File: config.mk
export PLATFORM = sky130hd
export DESIGN_NAME = biset_arbiter
export DESIGN_NICKNAME = d
export VERILOG_FILES = /design/src/rtl/biset_arbiter.sv
export SDC_FILE = /design/constraint.sdc
export NUM_CORES = 1
export LEC_CHECK = 0
export BUFFER_PORTS_ARGS = -buffer_cell sky130_fd_sc_hd__buf_2
export CAP_MARGIN = 20
export CORE_UTILIZATION = 49
export DETAILED_ROUTE_END_ITERATION = 7
export PLACE_DENSITY_LB_ADDON = 0.2
export RECOVER_POWER = 100
export SLEW_MARGIN = 20
export SYNTH_ARGS = -nofsm -noshare
export SYNTH_HDL_FRONTEND = slang
export SYNTH_SLANG_ARGS = --single-unit
File: constraint.sdc
create_clock -name clk -period 2.2 [get_ports clk]
set_clock_uncertainty 0.2 [all_clocks]
set_input_delay 0.44 -clock clk [delete_from_list [all_inputs] [get_ports clk]]
set_output_delay 0.44 -clock clk [all_outputs]
set_load 0.05 [all_outputs]
File: src/rtl/biset_arbiter.sv
// biset_arbiter
//   Shares a single BiSet target port between N_REQ BiSet requesters.
//   Round-robin grant, one transaction in flight, registered outputs.
//   A watchdog answers on the target's behalf after TIMEOUT_CYC cycles
//   so a silent target can never hang a requester.
// Ports
//   clk, reset_n    rising-edge clock, async active-low reset
//   req_ctrl        N_REQ x {we,addr[7:0]}; slice i = [9*i+:9], !=0 means active
//   req_wdata       N_REQ x 32b write data;  slice i = [32*i+:32]
//   req_reply       N_REQ x {valid,data[31:0]}; slice i = [33*i+:33]
//   tgt_ctrl/wdata  request forwarded to the target
//   tgt_reply       {valid,data} from the target
//   busy            transaction in flight
//   grant_id        current / last granted requester
//   timeout_err     one-cycle pulse alongside a watchdog reply

// Per-requester reply register: loads on delivery, clears in RELEASE.
module biset_arbiter_lane (
  input  logic        clk,
  input  logic        reset_n,
  input  logic        load,
  input  logic        clr,
  input  logic [31:0] data,
  output logic [32:0] reply
);
  logic [32:0] reply_d, reply_q;

  always_comb begin
    reply_d = reply_q;
    if (load)     reply_d = {1'b1, data};
    else if (clr) reply_d = '0;
  end

  always_ff @(posedge clk or negedge reset_n)
    if (!reset_n) reply_q <= '0;
    else          reply_q <= reply_d;

  assign reply = reply_q;
endmodule

module biset_arbiter #(
  parameter  int          N_REQ        = 2,
  parameter  int          TIMEOUT_CYC  = 256,
  parameter  logic [31:0] TIMEOUT_DATA = 32'hDEAD_BEEF,
  localparam int          GW           = (N_REQ > 1) ? $clog2(N_REQ) : 1
) (
  input  logic                  clk,
  input  logic                  reset_n,
  input  logic [N_REQ*9-1:0]    req_ctrl,
  input  logic [N_REQ*32-1:0]   req_wdata,
  output logic [N_REQ*33-1:0]   req_reply,
  output logic [8:0]            tgt_ctrl,
  output logic [31:0]           tgt_wdata,
  input  logic [32:0]           tgt_reply,
  output logic                  busy,
  output logic [GW-1:0]         grant_id,
  output logic                  timeout_err
);
  localparam int CW = $clog2(TIMEOUT_CYC);

  typedef enum logic [1:0] {S_IDLE, S_ISSUE, S_RELEASE} state_t;

  state_t         state_d, state_q;
  logic [GW-1:0]  grant_id_d, grant_id_q;
  logic [GW-1:0]  rr_ptr_d, rr_ptr_q;
  logic [8:0]     tgt_ctrl_d, tgt_ctrl_q;
  logic [31:0]    tgt_wdata_d, tgt_wdata_q;
  logic [CW-1:0]  cnt_d, cnt_q;
  logic           timeout_err_d, timeout_err_q;

  logic [N_REQ-1:0][8:0]  ctrl_a;
  logic [N_REQ-1:0][31:0] wdata_a;
  logic [N_REQ-1:0][32:0] rep;
  logic [N_REQ-1:0]       req_act;

  logic           pick_vld;
  logic [GW-1:0]  pick_id;
  logic [GW:0]    scan;
  logic [GW:0]    rr_nxt;
  logic           deliver;
  logic [31:0]    deliver_data;
  logic           rel;

  assign rel = (state_q == S_RELEASE);

  for (genvar g = 0; g < N_REQ; g++) begin : g_lane
    assign ctrl_a[g]  = req_ctrl[9*g +: 9];
    assign wdata_a[g] = req_wdata[32*g +: 32];
    assign req_act[g] = |ctrl_a[g];

    biset_arbiter_lane u_lane (
      .clk     (clk),
      .reset_n (reset_n),
      .load    (deliver && (grant_id_q == GW'(g))),
      .clr     (rel),
      .data    (deliver_data),
      .reply   (rep[g])
    );

    assign req_reply[33*g +: 33] = rep[g];
  end

  // First active requester at or after rr_ptr, wrapping at N_REQ.
  always_comb begin
    pick_vld = 1'b0;
    pick_id  = '0;
    scan     = '0;
    for (int k = 0; k < N_REQ; k++) begin
      scan = {1'b0, rr_ptr_q} + (GW+1)'(k);
      if (scan >= (GW+1)'(N_REQ)) scan = scan - (GW+1)'(N_REQ);
      if (!pick_vld && req_act[scan[GW-1:0]]) begin
        pick_vld = 1'b1;
        pick_id  = scan[GW-1:0];
      end
    end
    rr_nxt = {1'b0, pick_id} + 1'b1;
    if (rr_nxt >= (GW+1)'(N_REQ)) rr_nxt = '0;
  end

  always_comb begin
    state_d       = state_q;
    grant_id_d    = grant_id_q;
    rr_ptr_d      = rr_ptr_q;
    tgt_ctrl_d    = tgt_ctrl_q;
    tgt_wdata_d   = tgt_wdata_q;
    cnt_d         = cnt_q;
    timeout_err_d = 1'b0;
    deliver       = 1'b0;
    deliver_data  = '0;
    case (state_q)
      S_IDLE: begin
        tgt_ctrl_d = '0;
        if (pick_vld) begin
          grant_id_d  = pick_id;
          tgt_ctrl_d  = ctrl_a[pick_id];
          tgt_wdata_d = wdata_a[pick_id];
          cnt_d       = '0;
          rr_ptr_d    = rr_nxt[GW-1:0];
          state_d     = S_ISSUE;
        end
      end
      S_ISSUE: begin
        cnt_d = cnt_q + CW'(1);
        // A real reply takes priority over a watchdog expiring the same cycle.
        if (tgt_reply[32]) begin
          deliver      = 1'b1;
          deliver_data = tgt_reply[31:0];
          tgt_ctrl_d   = '0;
          state_d      = S_RELEASE;
        end else if (cnt_q == CW'(TIMEOUT_CYC-1)) begin
          deliver       = 1'b1;
          deliver_data  = TIMEOUT_DATA;
          timeout_err_d = 1'b1;
          tgt_ctrl_d    = '0;
          state_d       = S_RELEASE;
        end
      end
      S_RELEASE: begin
        // Dead cycle: lets the requester drop ctrl before we arbitrate again.
        tgt_ctrl_d = '0;
        state_d    = S_IDLE;
      end
      default: begin
        tgt_ctrl_d = '0;
        state_d    = S_IDLE;
      end
    endcase
  end

  always_ff @(posedge clk or negedge reset_n) begin
    if (!reset_n) begin
      state_q       <= S_IDLE;
      grant_id_q    <= '0;
      rr_ptr_q      <= '0;
      tgt_ctrl_q    <= '0;
      tgt_wdata_q   <= '0;
      cnt_q         <= '0;
      timeout_err_q <= 1'b0;
    end else begin
      state_q       <= state_d;
      grant_id_q    <= grant_id_d;
      rr_ptr_q      <= rr_ptr_d;
      tgt_ctrl_q    <= tgt_ctrl_d;
      tgt_wdata_q   <= tgt_wdata_d;
      cnt_q         <= cnt_d;
      timeout_err_q <= timeout_err_d;
    end
  end

  assign tgt_ctrl    = tgt_ctrl_q;
  assign tgt_wdata   = tgt_wdata_q;
  assign grant_id    = grant_id_q;
  assign timeout_err = timeout_err_q;
  assign busy        = (state_q != S_IDLE);
endmodule
==> flow_summary.ini, run 1 <==
[run_status]
status = finished clean

[layout]
drive_gt1_frac = 0.230
layout.nets = 919
mostFrequentLayoutCells = 119 x dfrtp_1, 114 x buf_2, 112 x clkbuf_1, 76 x nand2_1, 48 x a22oi_1
nFillCells = 989
areaGrowthSynthToFinish_pct = 31.3
design_area_mm2 = 0.00759
fin_util = 0.662
final_common_cell = dfrtp_1
diodes = 0

[placed_design]
pre_cts_ws_ns = -0.0371
io_buffers = 226
place_area_mm2 = 0.00716
gp_congestion = 0.781
place_hpwl_um = 11100

[critical_path]
startpoint_type = register
cp_max_fo = 33
worstPathCellList = nor2_4, inv_1, buf_12, buf_4
rrSetupSlack_ns = 0.17
cp_slowest_stage_delay_ns = 0.42
r2r-start = cnt_q[0]$_DFFE_PN0P_
required_ns = 1.56
cp.arrival_ns = 1.47
cp_num_buf_inv = 3
path_class = register to output port
cp_slowest_cell = dfrtp_2
reg2reg_depth = 6
end_kind = output port
r2r-end = g_lane[1].u_lane.reply[11]$_DFFE_PN0P_
crit_family = buffers and inverters

[route]
vias = 5660
wl_um = 17200
wl_met2_um = 8170
top_layer = met4
firstDrtPassIters = 5
drc = 0
viasPerCell = 5.91
m1WireLength_um = 7200
wl_per_cell_um = 17.9
ant_nets = 0
drt_iter0_drc = 509
met3_length_um = 1400

[sta]
finalSetupViolations = 0
maxSlewHeadroom = 0.477
setup_ws_ns = 0.0893
max_freq_mhz = 474
hold_violations = 0
period_minus_slack_ns = 2.11
slew_violations = 0
tightest_slew_ns = 0.784
rsz0062_at_grt = no
finalCritPeriodShare = 0.959

[power]
power_w = 0.0143
power.leakage_nw = 3.56
cellPowerDensity_mw_per_mm2 = 1880
ir_worst_vdd_uv = 1270

[synth]
synth-compound-area-share = 0.284
yosysUniqueCellTypes = 37
synth_xor_xnor_area_share = 0
seq_area_frac_synth = 0.519
synth-simple-area-share = 0.124
synth_top_family_by_area = compound AO/OA/AOI/OAI gates
postSynthAreaPerCell_um2 = 9.82
syn_inst = 589
yosys_warnings = 0
ys_ff_latch = 120
syn_area_mm2 = 0.00578
muxShareOfSynthArea = 0.00173
synth-adder-area-share = 0.00216
syn_nets = 707

[worst_hold_path]
hold_path.class = input pin to register
min_path_cells = 2
holdPathEnd = g_lane[0].u_lane.reply[4]$_DFFE_PN0P_
hold_start = tgt_reply[4]

[clock_network]
cts_root_buf = clkbuf_16
clockBufferDepth = 2
clk_pin_slew_worst_paths_ns = 0.06
cts-htree-levels = 4
clkSinkCount = 120
clk_latency_ns = 0.41
cts_tree = done
cts-buffers-inserted = 17

[flow_run]
drv_cap = 0

[global_route]
antenna_found_initial = 0
grt_max_degree = 65
grt_usage = 0.281
grt_pass1_wl_um = 27700
grt.overflow.total = 0
grt_pass1_vias = 5465

[die]
dieWidth_um = 111
die_y_um = 111
core_mm2 = 0.0115
core.rowCount = 39
initial_core_util = 0.504
die_area_mm2 = 0.0122
io_pins = 227
-- synth_stat cells, drive strengths merged --
master	n	share of area
nor2b	26	0.028
a211oi	2	0.0035
mux2i	1	0.0017
a221oi	32	0.048
nand4	2	0.0022
and4	1	0.0015
o21ai	41	0.035
o21a	1	0.0013
and3	6	0.0065
dfrtp	120	0.52
nor3b	1	0.0013
a32o	16	0.028
o211ai	9	0.012
nand3	13	0.011
ha	1	0.0022
nand2	77	0.050
clkinv	1	0.00065
nor4	2	0.0048
nor2	14	0.0095
a21oi	1	0.0028
clkbuf	38	0.025
a2bb2oi	32	0.048
nor3	3	0.0035
inv	36	0.023
a31o	1	0.0015
nand2b	1	0.0011
a31oi	38	0.041
a22oi	48	0.062
or2	2	0.0022
buf	21	0.020
and2	2	0.0022
-- state kept, by name (all words and copies together), names as in the netlist --
signal               flops
g_lane.u_lane.reply     66
tgt_wdata               32
tgt_ctrl                 9
grant_id                 1
state_q                  2
rr_ptr_q                 1
timeout_err              1
cnt_q                    8
-- kinds of logic (layout without fill, tap and decap cells) --
family | count (synthesis) | in the layout
buffers and inverters | 96 | 321
muxes | 1 | 1
DFF | 120 | 120
AOI/OAI and AO/OA | 221 | 221
adders and majority gates | 1 | 1
and+or+nand+nor | 150 | 150
-- where the power goes --
group | switching, W | internal (W)
logic | 0.00574 | 0.00189
clock network | 0.00104 | 0.00167
registers | 0.000664 | 0.00327
total | 0.00744 | 0.00683
-- repair_timing --
| item | in CTS | in global routing |
|---|---|---|
| resized for setup | 3 | 2 |
| setup endpoints to repair | 1 | 1 |
| hold buffers | 1 | 0 |
| pin swaps | 0 | 1 |
| setup buffers | 0 | 1 |
| hold endpoints to repair | 77 | 0 |
-- area by class of cell --
class                      count  area (um2)  share of cell area
clock buffer                  18         429              0.0565
timing repair buffer         252        1280               0.169
inverter                      37         139              0.0183
sequential                   120        3000               0.396
multi-input combinational    373        2410               0.318
clock inverter                14         150              0.0198
tap                          143         179              0.0236
-- how the worst max path moves through the flow --
stage | depth (start not counted) | startpoint | endpoint
after detailed placement | 6 | req_ctrl[4] | tgt_wdata[19]$_DFFE_PN0P_
final | 4 | state_q[1]$_DFFE_PN0P_ | busy
after floorplan | 5 | grant_id$_DFFE_PN0P_ | g_lane[1].u_lane.reply[14]$_DFFE_PN0P_
after global routing | 4 | state_q[0]$_DFFE_PN0P_ | busy
after global placement | 6 | req_ctrl[4] | tgt_wdata[21]$_DFFE_PN0P_
after CTS | 4 | state_q[1]$_DFFE_PN0P_ | busy
-- routing by layer --
layer | vias up | GRT usage
met1 | 2705 | 0.369
met4 | 0 | 0.110
li1 | 2608 | -
met5 | - | 0
met2 | 315 | 0.458
met3 | 32 | 0.0543
-- per-stage QoR --
step / hold WS, ns / setup TNS, ns / std cells
2_1_floorplan: -0.0556 / 0 / 589
3_3_place_gp: 0.0957 / 0 / 923
3_5_place_dp: 0.101 / -0.343 / 923
4_1_cts: 0.0562 / 0 / 956
5_1_grt: 0.0676 / 0 / 957
6_report: 0.0658 / 0 / 957
-- worst reg2reg max path, cell delays in order (launching register included) --
cell	delay [ns]
dfrtp_1	0.41
ha_1	0.27
and3_1	0.20
and2_1	0.21
o21ai_2	0.14
buf_4	0.30
a22oi_1	0.15
No activity file was read; power rests on OpenSTA's default activity.
==> run 2: changes to the inputs <==
clock period = 2.3 ns   (was 2.2 ns; I/O delays follow)
==> run 2 against run 1 <==
  * Non-clock buffer count increased by 1
  * Final cell count rose by 0.10%
  * Highest routed layer unchanged
  * Power fell by 3.3%
  * Setup slack gained 0.020 ns
  * Die area stayed put
  * Hold slack better by 0.029 ns
  * Wire length down 1.7%
  * Flip-flop and latch count did not move
  * Sequential share of layout area down 0.17 points
  * Combinational power fell by 5.0%
  * Clock-buffer cell count up 2
  * Register-to-register slack got worse by 0.02 ns
==> flow_summary.ini, run 2 (synthesis gave the netlist of run 1 again) <==
[run_status]
status = finished clean

[clock_network]
clockBufferDepth = 2
clkSinkCount = 120
clk_pin_slew_worst_paths_ns = 0.05
cts_tree = done
cts-buffers-inserted = 17
cts-htree-levels = 4
cts_root_buf = clkbuf_16
postCtsSetupBuffers = 0
clk_latency_ns = 0.40

[power]
power.leakage_nw = 3.58
cellPowerDensity_mw_per_mm2 = 1810
ir_worst_vdd_uv = 1210

[placed_design]
pre_cts_ws_ns = 0.108
io_buffers = 226
gp_congestion = 0.779
place_hpwl_um = 11100

[sta]
rsz0062_at_grt = no
finalCritPeriodShare = 0.952
max_freq_mhz = 457
tns_ns = 0
period_minus_slack_ns = 2.19
slew_violations = 0
hold_violations = 0
setup_ws_ns = 0.110
tightest_slew_ns = 1.16
finalSetupViolations = 0
maxSlewHeadroom = 0.226

[layout]
mostFrequentLayoutCells = 120 x dfrtp_1, 115 x buf_2, 113 x clkbuf_1, 76 x nand2_1, 48 x a22oi_1
drive_gt1_frac = 0.228
areaGrowthSynthToFinish_pct = 31.8
nFillCells = 1003
diodes = 0
layout.nets = 920
multi_input_area_mm2 = 0.00240
final_common_cell = dfrtp_1
register_area_mm2 = 0.00300
largest_register_ffs = 66

[route]
wl_um = 16900
firstDrtPassIters = 6
wl_per_cell_um = 17.6
ant_nets = 0
drt_iter0_drc = 487
vias = 5646
drc = 0
viasPerCell = 5.89

[worst_hold_path]
hold_start = tgt_reply[29]
min_path_cells = 2
hold_path.class = input pin to register
holdPathEnd = g_lane[0].u_lane.reply[29]$_DFFE_PN0P_

[critical_path]
r2r-end = g_lane[1].u_lane.reply[20]$_DFFE_PN0P_
reg2reg_depth = 6
cp_slowest_cell = dfrtp_1
cp_max_fo = 17
path_class = register to output port
end_kind = output port
cp.arrival_ns = 1.53
worstPathCellList = nor2_2, clkinv_2, buf_4, clkbuf_4
cp_slowest_stage_delay_ns = 0.44
r2r-start = cnt_q[0]$_DFFE_PN0P_
cp_num_buf_inv = 3
required_ns = 1.64
startpoint_type = register
rrSetupSlack_ns = 0.15
crit_family = buffers and inverters

[global_route]
grt_pass1_wl_um = 27600
antenna_found_initial = 0
grt.overflow.total = 0
grt_pass1_vias = 5565
grt_max_degree = 74
grt_usage = 0.278

[die]
die_y_um = 111
dieWidth_um = 111
initial_core_util = 0.504
core_mm2 = 0.0115
die_area_mm2 = 0.0122
core.rowCount = 39
io_pins = 227

[flow_run]
drv_cap = 0
==> run 2: where the power goes <==
part           switching [W]  total (W)  internal, W
clock network       0.000935    0.00280      0.00187
registers           0.000615    0.00374      0.00313
logic                0.00547    0.00725      0.00178
total                0.00702     0.0138      0.00677
==> run 2: cell type report <==
type / instances / area share
well taps: 143 / 0.0235
repair buffers: 253 / 0.167
flip-flops and latches: 120 / 0.394
clock inverters: 12 / 0.0227
clock buffers: 20 / 0.0599
multi-input cells: 373 / 0.315
inverters: 37 / 0.0184
==> run 2: what timing repair did <==
item                                    4_1_cts  5_1_grt
gates resized for setup                       2        1
hold buffers                                  1        0
endpoints found under the setup margin        1        1
pin swaps                                     0        1
endpoints found under the hold margin       120        0
==> run 2: metal layers <==
layer | routed length (um) | GRT usage | vias to the layer above
li1 | - | - | 2612
met1 | 6970 | 0.364 | 2725
met2 | 8230 | 0.446 | 284
met3 | 1350 | 0.0730 | 25
met4 | 306 | 0.100 | 0
met5 | 0 | 0 | -
==> run 2: how the worst max path moves through the flow <==
stage                           startpoint                                      to  slack, ns  depth (start not counted)
detailed placement             req_ctrl[4]                    cnt_q[6]$_DFFE_PN0P_       0.11                          7
global route          cnt_q[0]$_DFFE_PN0P_  g_lane[1].u_lane.reply[17]$_DFFE_PN0P_       0.03                          6
CTS                 state_q[1]$_DFFE_PN0P_                                    busy       0.05                          4
floorplan             grant_id$_DFFE_PN0P_  g_lane[1].u_lane.reply[14]$_DFFE_PN0P_       0.29                          5
global placement               req_ctrl[4]                 tgt_ctrl[1]$_DFFE_PN0P_       0.11                          6
finish              state_q[1]$_DFFE_PN0P_                                    busy       0.11                          4
==> run 2: per-stage QoR <==
| step | hold slack (ns) | util | power (W) | instances | instance area, um2 |
|---|---|---|---|---|---|
| after detailed placement | 0.0670 | 0.626 | 0.0113 | 925 | 7170 |
| after global routing | 0.0788 | 0.665 | 0.0144 | 958 | 7620 |
| after floorplan | -0.0356 | - | 0.00926 | 589 | 5780 |
| after global placement | 0.0673 | 0.626 | 0.0111 | 925 | 7170 |
| after CTS | 0.0695 | 0.682 | 0.0141 | 958 | 7820 |
| final | 0.0948 | 0.665 | 0.0138 | 958 | 7620 |
